--- config.mk ---
export PLATFORM = sky130hd
export DESIGN_NAME = xadc_drp_sequencer_flat
export DESIGN_NICKNAME = d
export VERILOG_FILES = /design/src/rtl/adc_pkg.sv /design/src/rtl/xadc_drp_sequencer_if.sv /design/src/rtl/xadc_drp_sequencer_drp_read_port.sv /design/src/rtl/xadc_drp_sequencer.sv /design/src/flat_wrapper.sv
export SDC_FILE = /design/constraint.sdc
export NUM_CORES = 1
export LEC_CHECK = 0
export BUFFER_PORTS_ARGS = -buffer_cell sky130_fd_sc_hd__buf_2
export CORE_UTILIZATION = 40
export DETAILED_ROUTE_END_ITERATION = 8
export HOLD_SLACK_MARGIN = 0.15
export SYNTH_ARGS = -nofsm -noshare
export SYNTH_HDL_FRONTEND = slang
export SYNTH_SLANG_ARGS = --single-unit
export TNS_END_PERCENT = 1
--- constraint.sdc ---
create_clock -name clk -period 2.9 [get_ports clk]
set_input_delay 0.435 -clock clk [delete_from_list [all_inputs] [get_ports clk]]
set_output_delay 0.435 -clock clk [all_outputs]
set_load 0.05 [all_outputs]
--- src/rtl/adc_pkg.sv ---
// Shared constants for the XADC DRP sequencer: channel address table, FSM
// encoding and DRP/sample widths.
package adc_pkg;

  localparam int DRP_DATA_W = 16;
  localparam int DRP_ADDR_W = 7;
  localparam int SAMPLE_W   = 12;
  localparam int MAX_CH     = 4;

  // VAUX3, VAUX11, VAUX0, VAUX8 status registers
  localparam logic [DRP_ADDR_W-1:0] CH_ADDR [MAX_CH] = '{7'h13, 7'h1B, 7'h10, 7'h18};

  localparam logic [1:0] IDLE  = 2'd0;
  localparam logic [1:0] ISSUE = 2'd1;
  localparam logic [1:0] WAIT  = 2'd2;
  localparam logic [1:0] DONE  = 2'd3;

  // Keep the top SAMPLE_W bits of a DRP word; unsigned truncation, no rounding.
  function automatic logic [SAMPLE_W-1:0] to_sample(input logic [DRP_DATA_W-1:0] raw);
    return SAMPLE_W'(raw >> (DRP_DATA_W - SAMPLE_W));
  endfunction

endpackage

--- src/rtl/xadc_drp_sequencer_if.sv ---
// DRP read bus between the sequencer (master) and the XADC primitive (slave).
interface xadc_drp_if;
  import adc_pkg::*;

  logic                  den;
  logic [DRP_ADDR_W-1:0] daddr;
  logic                  drdy;
  logic [DRP_DATA_W-1:0] do_data;

  modport master (output den, daddr, input drdy, do_data);
  modport slave  (input den, daddr, output drdy, do_data);

endinterface

--- src/rtl/xadc_drp_sequencer_drp_read_port.sv ---
// Single DRP read: one-cycle den strobe, daddr held, timeout counter, and a
// one-cycle done/timed_out result with the reduced 12-bit data.
module drp_read_port
  import adc_pkg::*;
#(
  parameter int TIMEOUT = 15
) (
  input  logic                  clk,
  input  logic                  rst_n,
  input  logic                  start,
  input  logic [DRP_ADDR_W-1:0] addr,
  xadc_drp_if.master            drp,
  output logic                  done,
  output logic                  timed_out,
  output logic [SAMPLE_W-1:0]   data
);

  localparam int CNT_W = $clog2(TIMEOUT + 1);

  logic             busy;
  logic             waiting;
  logic [CNT_W-1:0] cnt;

  // drdy is never valid in the strobe cycle, so waiting starts the cycle after den.
  assign waiting   = busy & ~drp.den;
  assign done      = waiting & drp.drdy;
  assign timed_out = waiting & ~drp.drdy & (cnt == CNT_W'(TIMEOUT - 1));
  assign data      = to_sample(drp.do_data);

  // NOTE: sequential state uses non-blocking assignments so every register
  // samples pre-edge values regardless of statement order.
  always_ff @(posedge clk or negedge rst_n) begin
    if (!rst_n) begin
      drp.den   <= 1'b0;
      drp.daddr <= '0;
      busy      <= 1'b0;
      cnt       <= '0;
    end else begin
      drp.den <= start;
      if (start) begin
        drp.daddr <= addr;
        busy      <= 1'b1;
        cnt       <= '0;
      end else if (done || timed_out) begin
        busy <= 1'b0;
      end else if (waiting) begin
        cnt <= cnt + 1'b1;
      end
    end
  end

endmodule

--- src/rtl/xadc_drp_sequencer.sv ---
// Sweeps the XADC channel list over DRP once per end-of-conversion trigger
// and holds the latest 12-bit result for each channel.
module xadc_drp_sequencer
  import adc_pkg::*;
#(
  parameter int NUM_CH  = 4,
  parameter int TIMEOUT = 15
) (
  input  logic                       clk,
  input  logic                       rst_n,
  input  logic                       enable,
  input  logic                       eoc,
  input  logic                       clr_err,
  xadc_drp_if.master                 drp,
  output logic [SAMPLE_W*NUM_CH-1:0] samples,
  output logic                       sweep_done,
  output logic                       timeout_err,
  output logic                       overrun
);

  localparam int              CH_W    = (NUM_CH > 1) ? $clog2(NUM_CH) : 1;
  localparam logic [CH_W-1:0] LAST_CH = CH_W'(NUM_CH - 1);

  logic [1:0]            state;
  logic [CH_W-1:0]       ch;
  logic                  pending;
  logic                  go;
  logic                  start;
  logic                  rd_end;
  logic                  rd_done;
  logic                  rd_timeout;
  logic [SAMPLE_W-1:0]   rd_data;
  logic [DRP_ADDR_W-1:0] start_addr;

  assign go         = (state == IDLE) & (eoc | pending) & enable;
  assign start      = go | (state == ISSUE);
  assign start_addr = go ? CH_ADDR[0] : CH_ADDR[ch];
  assign rd_end     = (state == WAIT) & (rd_done | rd_timeout);
  assign sweep_done = (state == DONE);

  drp_read_port #(.TIMEOUT(TIMEOUT)) u_read_port (
    .clk       (clk),
    .rst_n     (rst_n),
    .start     (start),
    .addr      (start_addr),
    .drp       (drp),
    .done      (rd_done),
    .timed_out (rd_timeout),
    .data      (rd_data)
  );

  // NOTE: the samples register file is reset explicitly because consumers
  // read it before the first sweep completes.
  always_ff @(posedge clk or negedge rst_n) begin
    if (!rst_n) begin
      state       <= IDLE;
      ch          <= '0;
      pending     <= 1'b0;
      samples     <= '0;
      timeout_err <= 1'b0;
      overrun     <= 1'b0;
    end else begin
      // A set event in the same cycle as clr_err leaves the flag at 1.
      overrun     <= (eoc & pending) | (overrun & ~clr_err);
      timeout_err <= (rd_end & rd_timeout) | (timeout_err & ~clr_err);

      if (go)
        pending <= 1'b0;
      else if (eoc && state != IDLE)
        pending <= 1'b1;

      // Leaving IDLE launches the ch0 strobe on the same edge, so eoc->den is
      // one cycle; ISSUE spaces the strobes between channels.
      case (state)
        IDLE: begin
          if (go) begin
            ch    <= '0;
            state <= WAIT;
          end
        end
        ISSUE: state <= WAIT;
        WAIT: begin
          if (rd_end) begin
            if (rd_done)
              samples[SAMPLE_W*ch +: SAMPLE_W] <= rd_data;
            if (ch == LAST_CH) begin
              state <= DONE;
            end else begin
              ch    <= ch + 1'b1;
              state <= ISSUE;
            end
          end
        end
        DONE:    state <= IDLE;
        default: state <= IDLE;
      endcase
    end
  end

endmodule

--- src/flat_wrapper.sv ---
// flat-port wrapper written by rule: the top's interface ports become plain ports
module xadc_drp_sequencer_flat import adc_pkg::*;
#(
  parameter int NUM_CH  = 4,
  parameter int TIMEOUT = 15
)
  (clk, rst_n, enable, eoc, clr_err, samples, sweep_done, timeout_err, overrun, drp_den, drp_daddr, drp_drdy, drp_do_data);
  xadc_drp_if drp_i ();
  input  logic clk;
  input  logic rst_n;
  input  logic enable;
  input  logic eoc;
  input  logic clr_err;
  output logic [SAMPLE_W*NUM_CH-1:0] samples;
  output logic sweep_done;
  output logic timeout_err;
  output logic overrun;
  output wire logic [$bits(drp_i.den)-1:0] drp_den;
  output wire logic [$bits(drp_i.daddr)-1:0] drp_daddr;
  input wire logic [$bits(drp_i.drdy)-1:0] drp_drdy;
  input wire logic [$bits(drp_i.do_data)-1:0] drp_do_data;
  assign drp_den = drp_i.den;
  assign drp_daddr = drp_i.daddr;
  assign drp_i.drdy = drp_drdy;
  assign drp_i.do_data = drp_do_data;
  xadc_drp_sequencer #(.NUM_CH(NUM_CH), .TIMEOUT(TIMEOUT)) u_core (.clk(clk), .rst_n(rst_n), .enable(enable), .eoc(eoc), .clr_err(clr_err), .drp(drp_i), .samples(samples), .sweep_done(sweep_done), .timeout_err(timeout_err), .overrun(overrun));
endmodule
==> qor.txt <==
Slew at the pin closest to its max-slew limit: 0.617 ns
FFs w/ async S/R, synth: 100%
Final setup TNS: 0 ns
Core area: 0.00737 mm²
Syn-to-layout area delta: 20.0%
I/O Buffers: 73
Crit. End Element: register
Max Cap Viol: 0
Gr usage total: 19.1%
CTS tree: yes
Setup violators final: 0
Post-CTS sizing: 0
CTS Buf Count: 9
Layout cells sized above 1: 26.8%
Slew margin rel.: 58.6%
Clock Latency Late Sink: 0.35 ns
CTS sink cnt: 64
Final Hold Viols: 0
Die height: 90.0 µm
LEAKAGE: 1.81 nW
Placed wire-length estimate: 5100 µm
Unrepaired setup endpoints after global routing: false
Top-area cell type share of the netlist area: 51.7%
Post-Synthesis Mean Instance Area: 10.2 µm²
Wire per inst: 15.0 µm
Most frequent cells after synthesis: dfrtp_1, nand2_1, o31ai_1
Initial core utilization: 42.0%
Yosys top cell by area: dfrtp_1
NumNets Final: 406
First-pass GRT wire length: 11,900 µm
Reg2reg setup slack: 0.74 ns
Die width: 90.0 µm
Vias in the first global route: 2,288
Maximum VDD drop: 546 µV
Clock transition at the registers of the reported paths: 0.07 ns
FP Rows: 31
Setup Skew: 0.00988 ns
TritonRoute pass-1 iters: 4
N_diodes: 0
R2R depth: 6
First DRT Iteration DRCs: 129
Main synth FF type: dfrtp_1
ANT nets after route: 0
Final Max Tran Viols: 0
Critical path type: reg2reg
Synthesized flop and latch total: 64
Distinct cell type count after synthesis: 43
Crit Path Max Fanout: 21
Setup crit start: u_core.ch[1]$_DFFE_PN0P_
YS warnings: 0
Synth top area cells: dfrtp_1, o31ai_1, nand2_1, ha_1, mux2i_1
Fmax: 463 MHz
Largest net degree at the start of global routing: 34
RR Startpoint: u_core.ch[1]$_DFFE_PN0P_
Hold_buf cts: 1
Crit path required time: 3.19 ns
Overflow left after global routing: 0
Fin crit share: 74.4%
CTS max path bufs: 2
RD Place Congestion: 0.756
Post-synth EDFFs: 0
Via density per instance: 5.08
Drt total wl: 7200 µm
Status: finished, final reports clean
Clk root buf: clkbuf_8
Startpoint Class: register
WHS: 0.283 ns
Area taken by multi-input logic gates: 0.00133 mm²
Cell area after synthesis: 0.00310 mm²
Die area: 0.00809 mm²
Minimum clock period: 2.16 ns
Post-synthesis sequential area ratio: 51.7%
Filler instances: 693
IO Count: 81
Min-delay worst type: in2reg
Post-CTS setup buffers: 0
H-tree level count: 3
Drt drc: 0
Register area: 0.00160 mm²
Antenna violations before repair: 0
Worst EP arrival: 2.44 ns
Vias: 2,433
FF-to-FF End: u_core.samples[1]$_DFFE_PN0P_
PD cells: 999 mW/mm²
Count leader, synth: dfrtp_1
Cells after synthesis: 303
Worst setup path end: u_core.samples[1]$_DFFE_PN0P_
## logic make-up after synthesis
| family | synth area share (%) |
|---|---|
| adders and majority gates | 3.64 |
| buffers and inverters | 5.42 |
| DFF | 51.7 |
| muxes | 2.59 |
| AOI/OAI and AO/OA | 17.5 |
| xor gates and xnor gates | 0.849 |
| and+or+nand+nor | 18.2 |
| other | 0.121 |
## worst max-delay path, cell delays in order, from the launching register on
cell and delay, ns:
dfrtp_1 0.49, inv_1 0.13, ha_1 0.34, buf_4 0.22, nand4bb_1 0.33, nor3_1 0.41
a22o_1 0.19
## worst min-delay path by stage
stage / from / end / slack (ns) / depth (start not counted)
after floorplan: rst_n / u_core.ch[0]$_DFFE_PN0P_ / 0.14 / 0
after global placement: rst_n / u_core.samples[23]$_DFFE_PN0P_ / 0.45 / 1
after detailed placement: rst_n / u_core.samples[23]$_DFFE_PN0P_ / 0.44 / 1
after CTS: enable / u_core.pending$_DFFE_PN0P_ / 0.27 / 2
after global routing: enable / u_core.pending$_DFFE_PN0P_ / 0.28 / 2
final: clr_err / u_core.overrun$_DFF_PN0_ / 0.28 / 2
## flip-flops by register name, indices dropped and copies added (netlist names)
name and count:
u_core.u_read_port.drp.daddr 3, u_core.samples 48, u_core.ch 2, u_core.u_read_port.busy 1, u_core.u_read_port.cnt 4, u_core.overrun 1
u_core.u_read_port.drp.den 1, u_core.state 2, u_core.timeout_err 1, u_core.pending 1
## power breakdown
part	switching, W	leakage (nW)	internal (W)	total, W
clock network	0.000350	0.101	0.000440	0.000791
logic	0.00125	0.857	0.000450	0.00170
registers	0.000132	0.857	0.00109	0.00122
total	0.00173	1.81	0.00198	0.00371
## through the flow
step           util, %  power [W]  worst slack [ns]  instances  area (µm²)
3_5_place_dp      47.5    0.00293             0.749        462        3500
4_1_cts           50.4    0.00374             0.721        479        3720
3_3_place_gp      47.5    0.00292             0.799        462        3500
6_report          50.4    0.00371             0.742        479        3720
5_1_grt           50.4    0.00394             0.527        479        3720
2_1_floorplan        -    0.00256             0.685        305        3100
## cell usage in the layout (no fill, tap or decap), types with 3 or more instances in the layout
| cell | count |
|---|---|
| a21oi_1 | 11 |
| a221oi_1 | 3 |
| a22o_1 | 4 |
| a31oi_1 | 5 |
| and3_1 | 5 |
| buf_2 | 73 |
| buf_4 | 4 |
| clkbuf_8 | 11 |
| conb_1 | 3 |
| dfrtp_1 | 64 |
| ha_1 | 9 |
| inv_1 | 12 |
| mux2i_1 | 8 |
| nand2_1 | 61 |
| nand2b_1 | 4 |
| nand3_4 | 4 |
| nor2_1 | 11 |
| nor3_1 | 3 |
| nor3b_1 | 5 |
| o211ai_1 | 3 |
| o21ai_0 | 15 |
| o31ai_1 | 31 |
## layer usage
| metal | vias up | global-route usage [%] | wire (µm) |
|---|---|---|---|
| met2 | 75 | 29.4 | 3300 |
| met3 | 6 | 5.67 | 399 |
| met4 | 0 | 6.45 | 69 |
| met5 | - | 0 | 0 |
| met1 | 1137 | 25.7 | 3430 |
| li1 | 1215 | - | - |
## area by class of cell
type | instances | area share, %
repair buffers | 78 | 10.9
well taps | 99 | 3.33
inverters | 12 | 1.21
clock inverters | 5 | 1.48
multi-input cells | 210 | 35.9
clock buffers | 11 | 4.07
flip-flops and latches | 64 | 43.1
No activity file was read; power rests on OpenSTA's default activity.
